===== config.mk =====
export PLATFORM = sky130hd
export DESIGN_NAME = or_tree_pipe
export DESIGN_NICKNAME = d
export VERILOG_FILES = /design/src/rtl/or_tree_pipe.sv
export SDC_FILE = /design/constraint.sdc
export NUM_CORES = 1
export LEC_CHECK = 0
export CAP_MARGIN = 10
export CORE_MARGIN = 3
export CORE_UTILIZATION = 48
export DETAILED_ROUTE_END_ITERATION = 7
export PLACE_DENSITY = 0.91
export REMOVE_ABC_BUFFERS = 1
export SETUP_SLACK_MARGIN = 0.1
export SYNTH_ARGS = -nofsm -noshare
export SYNTH_HDL_FRONTEND = slang
export SYNTH_SLANG_ARGS = --single-unit

===== constraint.sdc =====
create_clock -name CK -period 2.6 [get_ports CK]
set_clock_uncertainty 0.1 [all_clocks]
set_input_delay 0.52 -clock CK [delete_from_list [all_inputs] [get_ports CK]]
set_output_delay 0.52 -clock CK [all_outputs]
set_load 0.02 [all_outputs]

===== src/rtl/or_tree_pipe.sv =====
// or_tree_pipe: pipelined N-input OR reduction.
// The reduction is built as a registered tree of LEAF-input OR nodes.
// Each node also carries the lowest asserted input index of its subtree.
// A valid bit travels through the tree alongside the data.
// With STICKY=1, the result register latches the first hit until SCLR.
module or_tree_pipe #(
    parameter int WIDTH  = 10,
    parameter int LEAF   = 4,
    parameter int STICKY = 0,
    localparam int IW    = (WIDTH > 1) ? $clog2(WIDTH) : 1
) (
    input  logic          CK,
    input  logic          CD,
    input  logic          CE,
    input  logic          SCLR,
    input  logic          VI,
    input  logic [WIDTH-1:0] A,
    output logic          VO,
    output logic          Z0,
    output logic [IW-1:0] FIRST
);

    // Number of tree levels. A single level is used even when WIDTH <= LEAF.
    function automatic int calc_lat(input int w, input int leaf);
        int n;
        int l;
        n = (w + leaf - 1) / leaf;
        l = 1;
        while (n > 1) begin
            n = (n + leaf - 1) / leaf;
            l++;
        end
        return l;
    endfunction

    // Number of nodes feeding level lvl. Level 0 is fed by the raw inputs.
    function automatic int level_nodes(input int lvl);
        int n;
        n = WIDTH;
        for (int i = 0; i < lvl; i++) begin
            n = (n + LEAF - 1) / LEAF;
        end
        return n;
    endfunction

    // Offset of level lvl's input nodes within the flat node bus.
    function automatic int level_off(input int lvl);
        int o;
        o = 0;
        for (int i = 0; i < lvl; i++) begin
            o += level_nodes(i);
        end
        return o;
    endfunction

    localparam int LAT   = calc_lat(WIDTH, LEAF);
    localparam int BUS_N = level_off(LAT);

    // Flat node bus, laid out as follows:
    //   - Entries 0..WIDTH-1 are the qualified inputs.
    //   - These are followed by the registered outputs of each non-final level.
    //   - The final level feeds the result register directly.
    logic            hit_bus [BUS_N];
    logic [IW-1:0]   idx_bus [BUS_N];
    logic [LAT:0]    valid_bus;

    logic            last_hit;
    logic [IW-1:0]   last_idx;
    logic            z0_reg;
    logic [IW-1:0]   first_reg;

    genvar gi;
    genvar gj;

    // Leaf inputs are gated by VI, so a bubble carries no hit and index 0 through the tree.
    generate
        for (gi = 0; gi < WIDTH; gi++) begin : g_in
            assign hit_bus[gi] = A[gi] & VI;
            assign idx_bus[gi] = IW'(gi);
        end
    endgenerate

    assign valid_bus[0] = VI;

    generate
        for (gi = 0; gi < LAT; gi++) begin : g_lvl
            localparam int NIN    = level_nodes(gi);
            localparam int NOUT   = level_nodes(gi + 1);
            localparam int IN_OFF = level_off(gi);

            logic valid_reg;

            // Valid bit advances one level per enabled edge.
            always_ff @(posedge CK or posedge CD) begin
                if (CD) begin
                    valid_reg <= 1'b0;
                end else if (CE) begin
                    valid_reg <= valid_bus[gi];
                end
            end

            assign valid_bus[gi + 1] = valid_reg;

            for (gj = 0; gj < NOUT; gj++) begin : g_node
                localparam int BASE = IN_OFF + gj * LEAF;
                // The last group of a level may have fewer than LEAF children.
                localparam int NCH  = (NIN - gj * LEAF < LEAF) ? (NIN - gj * LEAF) : LEAF;

                logic          hit_next;
                logic [IW-1:0] idx_next;

                // OR the children together. Scanning from high to low lets the lowest hit child supply the index.
                always_comb begin
                    hit_next = 1'b0;
                    idx_next = '0;
                    for (int c = NCH - 1; c >= 0; c--) begin
                        if (hit_bus[BASE + c]) begin
                            hit_next = 1'b1;
                            idx_next = idx_bus[BASE + c];
                        end
                    end
                end

                if (gi < LAT - 1) begin : g_reg
                    logic          hit_reg;
                    logic [IW-1:0] idx_reg;

                    // Pipeline register for this partial OR and its min-index.
                    always_ff @(posedge CK or posedge CD) begin
                        if (CD) begin
                            hit_reg <= 1'b0;
                            idx_reg <= '0;
                        end else if (CE) begin
                            hit_reg <= hit_next;
                            idx_reg <= idx_next;
                        end
                    end

                    assign hit_bus[level_off(gi + 1) + gj] = hit_reg;
                    assign idx_bus[level_off(gi + 1) + gj] = idx_reg;
                end else begin : g_last
                    assign last_hit = hit_next;
                    assign last_idx = idx_next;
                end
            end
        end
    endgenerate

    // Result register. Its behaviour depends on STICKY:
    //   - STICKY=0: plain final pipeline stage.
    //   - STICKY=1: capture the first hit and hold it until SCLR.
    // With STICKY=1, a new hit on the same edge as SCLR wins over the clear.
    always_ff @(posedge CK or posedge CD) begin
        if (CD) begin
            z0_reg    <= 1'b0;
            first_reg <= '0;
        end else if (STICKY == 0) begin
            if (CE) begin
                z0_reg    <= last_hit;
                first_reg <= last_idx;
            end
        end else begin
            if (CE && last_hit) begin
                z0_reg <= 1'b1;
                if (!z0_reg || SCLR) begin
                    first_reg <= last_idx;
                end
            end else if (SCLR) begin
                z0_reg    <= 1'b0;
                first_reg <= '0;
            end
        end
    end

    assign VO    = valid_bus[LAT];
    assign Z0    = z0_reg;
    assign FIRST = first_reg;

endmodule


Word level (Yosys, flattened, before mapping)
Cells that the tools add are included.
{ "classes": {"mux": 26, "n_bitwise": 10} }
{ "ops": {"columns": ["op", "count"], "rows": [
  ["4-bit 2-to-1 mux", 11],
  ["1-bit 2-to-1 mux", 13],
  ["1-bit bitwise AND", 10],
  ["3-bit 2-to-1 mux", 1],
  ["2-bit 2-to-1 mux", 1]
]} }
{ "totals": {"inputBits": 15, "out_inout_bits": 6, "ff_bits": 22} }

Depth between registers and ports, before layout
Gate-level depths: netlist of run 1.
{ "logic_depth": {"depth_word": 5, "mapped_depth": 4} }

Worst setup path before layout of run 1
OpenSTA, ideal clock, no wires.
{ "synth_path": {"kind": "input to register", "from": "input CE", "to": "register g_lvl[1].valid_reg, in the netlist VO", "slack_ns": 1.396, "t_required_ns": 2.375, "setup_time_ns": 0.125, "arrival_time_ns": 0.979, "path_buffers": 1, "stages": 2, "cell_sequence": "buf_4 > mux2_2"} }
{ "synth_rtl": {"columns": ["element", "line_no", "rtl"], "rows": [
  ["start, declared", "14", "input logic CE,"],
  ["end signal, assigned", "98", "valid_reg <= valid_bus[gi];"],
  ["end, declared", "91", "logic valid_reg;"]
]} }
No word-level cell between the ends.

Final worst setup path of run 1
{ "layout_path": {"from": "register z0_reg, in the netlist Z0", "to": "output Z0"} }
{ "layout_rtl": {"columns": ["element", "line_no", "rtl"], "rows": [
  ["start, declared", "69", "logic z0_reg;"],
  ["start signal, assigned", "159", "z0_reg <= last_hit;"],
  ["end, declared", "19", "output logic Z0,"]
]} }
No word-level cell between the ends.

==> results of run 1 <==
-- metrics by stage --
step                      hold WS, ns  instance area [um2]
after CTS                       0.415                  911
after global placement          0.388                  885
final                           0.413                  911
after detailed placement        0.395                  885
after global routing            0.448                  911
after floorplan                 0.321                  668
-- power groups by stage --
| stage | Combinational (uW) | Sequential (uW) | Clock, uW |
|---|---|---|---|
| 5_1_grt | 107 | 270 | 144 |
| 3_3_place_gp | 96.2 | 270 | 0 |
| 4_1_cts | 99.4 | 267 | 135 |
| 3_5_place_dp | 98.8 | 272 | 0 |
| 2_1_floorplan | 31.4 | 280 | 0 |
| 6_report | 98.7 | 267 | 133 |
-- cell families (layout without fill, tap and decap cells) --
kind of cell    after synthesis  count (layout)  synth area share
flops                        15              15             0.538
buf+inv                      15              36             0.108
simple gates                 17              17             0.120
compound gates               21              21             0.219
mux                           1               1            0.0161
-- layout by cell type (no fill, tap or decap), drive strengths merged --
master         count
nand3b             2
nand3              2
clkdlybuf4s50     19
o2111ai            2
inv               12
o21ai              6
nor2               8
o211ai             1
nand2              4
a41oi              1
a21oi              4
clkbuf             4
nand4b             1
dfrtp             15
mux2               1
a31oi              2
o32ai              2
o22ai              1
o41ai              2
buf                1
-- metal layers --
layer / routed length [um] / share of wire
met1: 591 / 0.44
met2: 682 / 0.50
met3: 71 / 0.052
met4: 12 / 0.0088
met5: 0 / 0
-- worst register-to-register path, stage by stage, from the launching register on --
cell and delay (ns):
dfrtp_1 0.44, nor2_2 0.17, nand3_1 0.09, a41oi_1 0.17
-- synthesized netlist by cell type, drive strengths merged --
cell type | instances | area share
mux2 | 1 | 0.016
o211ai | 1 | 0.011
nand3 | 2 | 0.014
o41ai | 2 | 0.025
buf | 3 | 0.043
nor2 | 8 | 0.047
o2111ai | 2 | 0.025
inv | 12 | 0.065
a21oi | 4 | 0.029
dfrtp | 15 | 0.54
nand4b | 1 | 0.013
nand2 | 4 | 0.025
o32ai | 2 | 0.047
o21ai | 6 | 0.043
a41oi | 1 | 0.013
a31oi | 2 | 0.018
o22ai | 1 | 0.0090
nand3b | 2 | 0.021
-- final timing paths --
path                                                        from                                  end  slack, ns  cells after the start
min in group asynchronous                                     CD                             FIRST[2]       0.49                      2
worst min register to register                                VO                                   VO       0.41                      1
worst min-delay path                                          VO                                   VO       0.41                      1
max in group asynchronous                                     CD  g_lvl[0].g_node[0].g_reg.idx_reg[0]       1.55                      2
worst max register to register  g_lvl[0].g_node[1].g_reg.hit_reg                             FIRST[0]       1.55                      3
worst max-delay path                                          Z0                                   Z0       0.74                      1
-- area by class of cell --
cell class / instances / area [um2] / share of cell area
flip-flops and latches: 15 / 375 / 0.412
multi-input cells: 39 / 248 / 0.272
repair buffers: 20 / 198 / 0.217
inverters: 12 / 45.0 / 0.0495
clock buffers: 4 / 26.3 / 0.0288
well taps: 15 / 18.8 / 0.0206
==> metrics.cfg, run 1 <==
[status]
status=completed

[grt]
grt_util_met3=0.0244
antenna_found_initial=0
grt_max_degree=16
grt_pass1_vias=541
globalRouteOverflowTotal=0
track_usage=0.156
grtUsageMet2=0.276
use_met1=0.184
grt_busiest_layer=met2
grt_pass1_wl_um=2250

[routing]
postRouteAntennaNets=0
wire_per_inst_um=12.9
drtIter0Drc=11
route.detailed.drc=0
first_pass_iters=4
vias_per_cell=5.54
num_vias=582
routed_wl_um=1360

[timing]
finalSetupViolCount=0
rsz0062_at_grt=false
period_share=0.714
setup_ws_ns=0.743
period_needed_ns=1.86
max_freq_mhz=539
hold_violations=0
fin_setup_tns_ns=0
max-slew-margin-rel=0.631
worst_pin_slew_ns=0.554
final_max_slew_viol_count=0

[clock_network]
cts_resized=0
clk_pin_slew_ns=0.09
htree_num_levels=1
clk_latency_ns=0.28
root_buffer=clkbuf_4
cts_tree=done
cts_setup_buffers=0
cts_sinks=15
hold_buffers=0
clock_path_buffers=2
cts_made_buffers=3

[pwr]
leakage_uw=0.000377
peakVddDrop_v=0.000314
powerDensity_nw_per_um2=547
sw_frac_of_total=0.272
switchingPower_uw=136
total_power_uw=498
p_comb_frac=0.198
clkPwrFrac=0.267
internal_power_uw=363
seqPwrFrac=0.535

[floorplan]
die_x_um=44.1
start_util=0.523
die_area_um2=1950
io_pins=21
rows=13
dieHeight_um=44.1
core-area_um2=1330

[worst_hold_path]
hold_path_class=flip-flop to flip-flop

[placed_design]
routabilityCongestion=0.713
portBuffers=19
pre_cts_slack_ns=0.628
placedCellCount=101
post-dp-hpwl_um=1050

[setup_path]
required_ns=1.98
critical-path-top-delay-family=buffers and inverters
critPathBufInv=1
slowest_delay_ns=0.60
path_cells=clkdlybuf4s50_1
critPathKind=flip-flop to output port
crit_fanout=2
crit_arrival_ns=1.24
crit_path_start_kind=flip-flop
endpoint_kind=output port
cp_slowest_cell=clkdlybuf4s50_1

[cells_and_area]
drive_above_1_share=0.100
area_delta_synth_final_pct=30.5
fillers=106
antenna_cells=0
final_cells=105
post-route-util=0.683
largest_reg_flops=5
nets=106

[synth]
ys_seq_area_frac=0.538
yosysWarningCount=0
syn_area_per_cell_um2=10.1
ys_ff_latch=15
syn_inst=69
synth.cell_area_um2=698
yosysUniqueCellTypes=21

[job]
drv_cap=0

Note: power is estimated with default switching activity, not from simulation.
==> inputs of run 2 (changes only) <==
--- a/config.mk
+++ b/config.mk
@@ -7,9 +7,9 @@
 export LEC_CHECK = 0
 export CAP_MARGIN = 10
 export CORE_MARGIN = 3
-export CORE_UTILIZATION = 48
+export CORE_UTILIZATION = 44
 export DETAILED_ROUTE_END_ITERATION = 7
-export PLACE_DENSITY = 0.91
+export PLACE_DENSITY = 0.86
 export REMOVE_ABC_BUFFERS = 1
 export SETUP_SLACK_MARGIN = 0.1
 export SYNTH_ARGS = -nofsm -noshare
==> constraint.sdc (replaced) <==
create_clock -name CK -period 1.93 [get_ports CK]
set_clock_uncertainty 0.1 [all_clocks]
set_input_delay 0.386 -clock CK [delete_from_list [all_inputs] [get_ports CK]]
set_output_delay 0.386 -clock CK [all_outputs]
set_load 0.02 [all_outputs]
==> run 2 against run 1 <==
  * Setup slack lost 0.56 ns
  * First-iteration DRC count fell by 27%
  * Sequential share of layout area decreased by 1.4 points
  * Global-route usage up 0.70 points
  * Largest power group unchanged
  * Sequential power rose by 35%
  * Cell count increased by 3.8%
  * Sequential cell count unchanged
==> metrics.cfg, run 2 (synthesis results as in run 1) <==
[timing]
rsz0062_at_grt=false
period_share=0.903
period_needed_ns=1.74
max_freq_mhz=574
worst_pin_slew_ns=0.601  ; +0.0471 ns
final_max_slew_viol_count=0  ; unchanged
fin_setup_tns_ns=0  ; unchanged
finalSetupViolCount=0  ; unchanged
hold_violations=0  ; unchanged
max-slew-margin-rel=0.599  ; -0.0314

[grt]
grt_max_degree=16  ; unchanged
track_usage=0.163  ; +0.00695
grt_busiest_layer=met2
grt_util_met3=0.0237  ; -0.000675
globalRouteOverflowTotal=0  ; unchanged
grtUsageMet2=0.295  ; +0.0191
grt_pass1_vias=586  ; +8.3%
antenna_found_initial=0  ; unchanged
use_met1=0.197  ; +0.0121
grt_pass1_wl_um=2450  ; +8.9%

[placed_design]
routabilityCongestion=0.764  ; +7.2%
placedCellCount=105  ; +4.0%
postPlaceCellArea_um2=915  ; +3.4%
post-dp-hpwl_um=1130  ; +8.0%
portBuffers=19  ; unchanged

[routing]
wire_per_inst_um=14.1  ; +9.2%
route.detailed.drc=0  ; unchanged
drtIter0Drc=8  ; -3
vias_per_cell=5.33  ; -3.8%
postRouteAntennaNets=0  ; unchanged
num_vias=581  ; -0.17%
routed_wl_um=1540  ; +13%
first_pass_iters=4  ; unchanged

[cells_and_area]
largest_reg_flops=5  ; unchanged
fillers=116  ; +9.4%
area_delta_synth_final_pct=34.9
fin_area_um2=942  ; +3.4%
final_cells=109  ; +3.8%
antenna_cells=0  ; unchanged
final_cell_mix=19 x clkdlybuf4s50_1, 15 x dfrtp_1, 12 x inv_1
drive_above_1_share=0.149  ; +0.0489
mostFrequentLayoutCell=clkdlybuf4s50_1
nets=110  ; +3.8%

[pwr]
peakVddDrop_v=0.000448  ; +43%
sw_frac_of_total=0.290  ; +0.0181
p_comb_frac=0.204  ; +0.006
switchingPower_uw=201  ; +48%
clkPwrFrac=0.276  ; +0.009
powerDensity_nw_per_um2=734  ; +34%
total_power_uw=691  ; +39%
internal_power_uw=491  ; +35%
seqPwrFrac=0.520  ; -0.015
leakage_uw=0.000398  ; +5.8%

[clock_network]
cts_made_buffers=3  ; unchanged
clk_latency_ns=0.29  ; about the same
hold_buffers=0  ; unchanged
cts_resized=0  ; unchanged
htree_num_levels=1  ; unchanged
clock_path_buffers=2  ; unchanged
cts_tree=done
root_buffer=clkbuf_4
cts_sinks=15  ; unchanged
cts_setup_buffers=0  ; unchanged
clk_pin_slew_ns=0.11  ; +0.02 ns

[setup_path]
path_depth=1  ; unchanged
ff2ff_path_depth=3  ; unchanged
crit_end=FIRST[2]
timing.rr.start=g_lvl[0].g_node[0].g_reg.hit_reg
slowest_delay_ns=0.60  ; about the same
rrSetupSlack_ns=0.86  ; -0.69 ns
crit_fanout=2  ; unchanged
path_cells=clkdlybuf4s50_1
cp_slowest_cell=clkdlybuf4s50_1
required_ns=1.44  ; -0.54 ns
critPathBufInv=1  ; unchanged
cp-startpoint=FIRST[2]
endpoint_kind=output port
r2r-end=FIRST[0]
crit_arrival_ns=1.26  ; +0.02 ns
critPathKind=flip-flop to output port
critical-path-top-delay-family=buffers and inverters
crit_path_start_kind=flip-flop

[floorplan]
die_x_um=45.8  ; +3.8%
die_area_um2=2100  ; +7.8%
dieHeight_um=45.8  ; +3.8%
rows=13  ; unchanged
io_pins=21  ; unchanged
core-area_um2=1400  ; +4.9%
start_util=0.499  ; -0.0243

[status]
status=completed

[job]
drv_cap=0  ; unchanged

[worst_hold_path]
hold_path_class=input pin to asynchronous set/reset pin

[run 2: per-layer routing]
layer,up-vias,part of all wire,routed length [um]
li1,289,-,-
met1,274,0.44,684
met2,18,0.50,774
met3,0,0.052,80
met4,0,0,0
met5,-,0,0
[run 2: power groups by stage]
stage	sequential [uW]	combinational [uW]	clock [uW]
detailed placement	366	140	0
floorplan	378	42.3	0
global route	363	154	200
CTS	360	141	189
finish	360	141	191
global placement	364	137	0
[run 2: worst min-delay path by stage]
stage	startpoint	endpoint	cells after the start
after floorplan	CD	FIRST[0]	1
after global placement	g_lvl[0].valid_reg	VO	1
after detailed placement	VO	VO	1
after CTS	CD	FIRST[2]	2
after global routing	CD	FIRST[2]	2
final	CD	FIRST[2]	2
[run 2: layout make-up]
class                           count  area [um2]  share of cell area
Sequential cell                    15         375               0.398
Multi-Input combinational cell     39         248               0.263
Timing Repair Buffer               24         228               0.242
Clock inverter                      1        5.00             0.00531
Inverter                           12        45.0              0.0478
Clock buffer                        3        22.5              0.0239
Tap cell                           15        18.8              0.0199
[run 2: metrics by stage]
stage | setup slack, ns | hold WS [ns] | utilization
final | 0.187 | 0.344 | 0.674
after global routing | 0.149 | 0.410 | 0.674
after CTS | 0.181 | 0.360 | 0.674
after detailed placement | 0.213 | 0.400 | 0.654
after global placement | 0.233 | 0.392 | 0.654
after floorplan | 0.901 | 0.187 | -
[run 2: worst reg2reg max path, delay by kind of cell, from the launching register on]
kind            cells  cell delay (ns)
compound gates      1             0.19
flops               1             0.46
simple gates        2             0.24
==> inputs of run 3 (changes only) <==
--- a/config.mk
+++ b/config.mk
@@ -6,7 +6,7 @@
 export NUM_CORES = 1
 export LEC_CHECK = 0
 export CAP_MARGIN = 10
-export CORE_MARGIN = 3
+export CORE_MARGIN = 2
 export CORE_UTILIZATION = 44
 export DETAILED_ROUTE_END_ITERATION = 7
 export PLACE_DENSITY = 0.86
==> run 3 against run 2 <==
  * Sequential power about the same
  * Fmax about the same
  * Critical path depth did not move
  * Combinational power decreased by 5%
  * Count of clock-buffer cells in the layout increased by 1
  * Largest power group unchanged
  * Cell area shrank 2.4%
==> metrics.cfg, run 3 (synthesis results as in run 1) <==
[timing]
period_share=0.902  ; about the same
rsz0062_at_grt=false
max_freq_mhz=574  ; about the same
worst_pin_slew_ns=0.579  ; -0.0216 ns
fin_setup_tns_ns=0  ; unchanged
finalSetupViolCount=0  ; unchanged
max-slew-margin-rel=0.614  ; +0.0144
setup_ws_ns=0.188  ; +0.00164 ns
final_max_slew_viol_count=0  ; unchanged
hold_violations=0  ; unchanged
period_needed_ns=1.74  ; -0.00164 ns

[setup_path]
crit_fanout=2  ; unchanged
required_ns=1.44  ; about the same
crit_arrival_ns=1.26  ; about the same
critPathBufInv=1  ; unchanged
critical-path-top-delay-family=buffers and inverters
cp_slowest_cell=clkdlybuf4s50_1
critPathKind=flip-flop to output port
crit_path_start_kind=flip-flop
endpoint_kind=output port
path_cells=clkdlybuf4s50_1
slowest_delay_ns=0.60  ; about the same

[floorplan]
rows=14  ; +1
die_area_um2=1920  ; -8.5%
dieHeight_um=43.8  ; -4.4%
start_util=0.469  ; -0.0302
io_pins=21  ; unchanged
core-area_um2=1490  ; +6.4%
die_x_um=43.8  ; -4.4%

[placed_design]
portBuffers=19  ; unchanged
postPlaceCellArea_um2=893  ; -2.3%
post-dp-hpwl_um=1040  ; -8.5%
routabilityCongestion=0.718  ; -6.0%
pre_cts_slack_ns=0.348  ; +0.136 ns

[clock_network]
clock_path_buffers=2  ; unchanged
cts_setup_buffers=0  ; unchanged
hold_buffers=0  ; unchanged
root_buffer=clkbuf_4
cts_sinks=15  ; unchanged
cts_tree=done
cts_made_buffers=3  ; unchanged
clk_pin_slew_ns=0.09  ; -0.02 ns
clk_latency_ns=0.29  ; about the same
htree_num_levels=1  ; unchanged
cts_resized=0  ; unchanged

[status]
status=completed

[grt]
track_usage=0.165  ; +0.00152
grt_pass1_wl_um=2260  ; -7.6%
grt_pass1_vias=500  ; -15%
globalRouteOverflowTotal=0  ; unchanged
antenna_found_initial=0  ; unchanged
grt_max_degree=16  ; unchanged

[pwr]
total_power_uw=679  ; -1.8%
powerDensity_nw_per_um2=738  ; +0.56%
peakVddDrop_v=0.000447  ; -0.23%
leakage_uw=0.000381  ; -4.3%

[routing]
route.detailed.drc=0  ; unchanged
first_pass_iters=4  ; unchanged
num_vias=590  ; +1.5%
drtIter0Drc=18  ; +10
postRouteAntennaNets=0  ; unchanged
routed_wl_um=1340  ; -13%
vias_per_cell=5.51  ; +3.4%
wire_per_inst_um=12.6  ; -11%

[cells_and_area]
antenna_cells=0  ; unchanged
post-route-util=0.618  ; -0.0559
fin_area_um2=920  ; -2.4%
largest_reg_flops=5  ; unchanged
drive_above_1_share=0.110  ; -0.0390
final_cell_mix=19 x clkdlybuf4s50_1, 15 x dfrtp_1, 12 x inv_1
mostFrequentLayoutCell=clkdlybuf4s50_1
area_delta_synth_final_pct=31.7
nets=107  ; -2.7%

[worst_hold_path]
hold_path_class=input pin to asynchronous set/reset pin

[job]
drv_cap=0  ; unchanged

==> run 3: cell type report <==
type                    count  area, um2
well taps                  16       20.0
multi-input cells          39        248
inverters                  12       45.0
repair buffers             21        205
flip-flops and latches     15        375
fillers                   126        569
clock buffers               4       26.3
==> run 3: per-stage QoR <==
| step | instances | hold slack (ns) |
|---|---|---|
| finish | 107 | 0.349 |
| global route | 107 | 0.408 |
| CTS | 107 | 0.374 |
| detailed placement | 103 | 0.403 |
| global placement | 103 | 0.394 |
| floorplan | 66 | 0.187 |
==> run 3: layer usage <==
| metal | vias up | part of all wire | global-route usage |
|---|---|---|---|
| met4 | 0 | 0.016 | 0.0727 |
| met5 | - | 0 | 0 |
| li1 | 292 | - | - |
| met2 | 20 | 0.51 | 0.262 |
| met1 | 275 | 0.41 | 0.212 |
| met3 | 3 | 0.061 | 0.0417 |
==> run 3: worst reg2reg max path, stage by stage, from the launching register on <==
cell     delay, ns
dfrtp_1       0.45
nor2_2        0.17
nand3_1       0.09
a41oi_1       0.18
==> run 3: final timing paths <==
kind                                                        from       end  slack, ns  cells after the start
worst max-delay path                                    FIRST[0]  FIRST[0]       0.19                      1
worst min-delay path                                          CD  FIRST[3]       0.35                      2
worst max register to register  g_lvl[0].g_node[1].g_reg.hit_reg  FIRST[0]       0.87                      3
worst min register to register                g_lvl[0].valid_reg        VO       0.42                      1
max in group asynchronous                                     CD  FIRST[1]       1.00                      2
min in group CK                               g_lvl[0].valid_reg        VO       0.42                      1
==> run 3: power breakdown <==
group	internal, uW	switching [uW]	total [uW]	leakage, uW
combinational	69.5	64.0	134	0.000179
sequential	340	19.7	360	0.000188
clock	80.4	105	185	0.0000150
total	490	188	679	0.000381
==> edit (config.mk and constraints of run 2) <==
Change the parameter `WIDTH` from 10 to 20.
--- a/src/rtl/or_tree_pipe.sv
+++ b/src/rtl/or_tree_pipe.sv
@@ -4,7 +4,7 @@
 // A valid bit travels through the tree alongside the data.
 // With STICKY=1, the result register latches the first hit until SCLR.
 module or_tree_pipe #(
-    parameter int WIDTH  = 10,
+    parameter int WIDTH  = 20,
     parameter int LEAF   = 4,
     parameter int STICKY = 0,
     localparam int IW    = (WIDTH > 1) ? $clog2(WIDTH) : 1
Ports: changed (resized A and FIRST); port bits go from 21 to 32. No check against the original RTL was run, so the function may have changed too.
==> edit against run 2 <==
Setup slack worse by 0.021 ns; total power is 110% higher; non-clock buffer count is 10 higher; critical path depth stayed put; final area is 100% higher; sequential cell count is 17 higher; clock power is 120% higher; maximum frequency is 1.2% lower; synthesized area is 110% higher; wire length is 97% higher; highest routed layer is now met4.
==> edit: results (changes against run 2) <==
{| class="wikitable"
! Metric !! Value
|-
| Run status || finished clean
|-
| Worst hold slack || 0.324 ns (-0.0202 ns)
|-
| Dpl hpwl || 2.27 mm (+100%)
|-
| Clk Latency, worst-skew pair || 0.32 ns (+0.03 ns)
|-
| Placed Cells incl. Taps || 218 (+110%)
|-
| Worst r2r src || g_lvl[0].g_node[2].g_reg.hit_reg
|-
| Clk slew on worst S/H paths || 0.10 ns
|-
| Number of standard cells in the final layout excluding fillers || 225 (+110%)
|-
| First-pass GRT wire length || 5.31 mm (+120%)
|-
| Largest net degree at the start of global routing || 45 (+29)
|-
| First-pass iteration count of the detailed router || 4 (unchanged)
|-
| Drt initial violations || 55 (+47)
|-
| Port Buffer Count || 30 (+11)
|-
| Fraction of layout cells with a size suffix above 1 || 7.73% (-7.2 points)
|-
| Reg-to-reg setup timing slack || 0.68 ns (-0.18 ns)
|-
| Flip-flop count of the largest register after layout || 16 (+11)
|-
| Highest ir drop seen on vdd || 0.382 mV (-15%)
|-
| Library cell contributing the largest single delay on the critical path || clkdlybuf4s50_1
|-
| R2r endpoint || g_lvl[1].g_node[0].g_reg.idx_reg[1]
|-
| Fin nets || 206 (+87%)
|-
| CTS-repair resized insts || 0 (unchanged)
|-
| Most area-consuming cells after synthesis || dfrtp_1 55%, inv_1 5.4%, a21oi_1 5.2%, nor2_1 4.4%, o21ai_0 3.1%
|-
| Largest delay share family, worst path || buffers and inverters
|-
| Placement-stage cell area || 1810 sq um (+98%)
|-
| Number of CTS-inserted buffers || 5 (+2)
|-
| Slew headroom || 73.9% (+14 points)
|-
| Final wirelength || 3.03 mm (+97%)
|-
| Flip-flop cell with the highest count after synthesis || dfrtp_1
|-
| Leakage power || 0.817 nW (+110%)
|-
| GRT Util Overall || 16.7% (+0.34 points)
|-
| Setup Slack @ Placement || 0.138 ns (-0.0745 ns)
|-
| Number of H-tree branching levels || 2 (+1)
|-
| Final worst setup slack || 0.166 ns (-0.0211 ns)
|-
| Average vias per placed instance || 5.24 (-1.8%)
|-
| Distinct cell type count of the synthesized netlist || 27 (+29%)
|-
| Mean Syn Cell Area || 9.79 sq um (-3.2%)
|-
| Portion of the post-synthesis area used by sequential elements || 55.3% (+1.5 points)
|-
| CP arrival || 1.28 ns (+0.02 ns)
|-
| Final Wtd Congestion || 0.846 (+11%)
|-
| Top post-synthesis cells by count || 32 x dfrtp_1, 21 x inv_1, 17 x nor2_1, 15 x a21oi_1, 9 x o21ai_0
|}
edit: cell types whose count changed in the layout (fill, tap and decap cells not counted), moves of 3 or more:
cell	delta
clkdlybuf4s50_1	+7
a21oi_1	+11
dlymetal6s2s_1	+4
nor2_1	+10
inv_1	+9
dfrtp_1	+17
nand3_1	+3
o21ai_0	+3
mux2_1	+3
o21ai_1	+3
o32ai_1	+4
edit: logic make-up (layout without fill, tap and decap cells):
logic type | Yosys count | in the layout | share of synthesized area, %
buf+inv | 30 | 63 | 8.46
compound gates | 47 | 47 | 20.7
mux | 6 | 6 | 4.66
simple gates | 33 | 33 | 10.9
flops | 32 | 32 | 55.3
edit: final cells by class:
type | instances | area, sq um
Clock buffer | 7 | 65.1
Fill cell | 275 | 1220
Inverter | 22 | 82.6
Multi-Input combinational cell | 86 | 526
Sequential cell | 32 | 801
Tap cell | 44 | 55.1
Timing Repair Buffer | 34 | 353
edit: worst max-delay path by stage:
stage	start	endpoint	cells after the start
after floorplan	A[6]	g_lvl[0].g_node[1].g_reg.hit_reg	3
after global placement	CE	g_lvl[0].g_node[0].g_reg.idx_reg[0]	4
after detailed placement	CE	g_lvl[0].g_node[1].g_reg.idx_reg[1]	5
after CTS	FIRST[0]	FIRST[0]	1
after global routing	VO	VO	1
final	FIRST[3]	FIRST[3]	1
edit: per-layer routing:
layer | vias to the layer above | routed length [um] | GRT usage (%)
li1 | 585 | - | -
met1 | 567 | 1260 | 18.9
met2 | 24 | 1640 | 29.2
met3 | 2 | 97 | 4.99
met4 | 0 | 34 | 6.47
met5 | - | 0 | 0
edit: report_power, final:
part / switching, mW / internal, mW / leakage, nW
sequential: 0.0449 / 0.732 / 0.398
combinational: 0.125 / 0.133 / 0.382
clock: 0.215 / 0.206 / 0.0374
total: 0.385 / 1.07 / 0.817
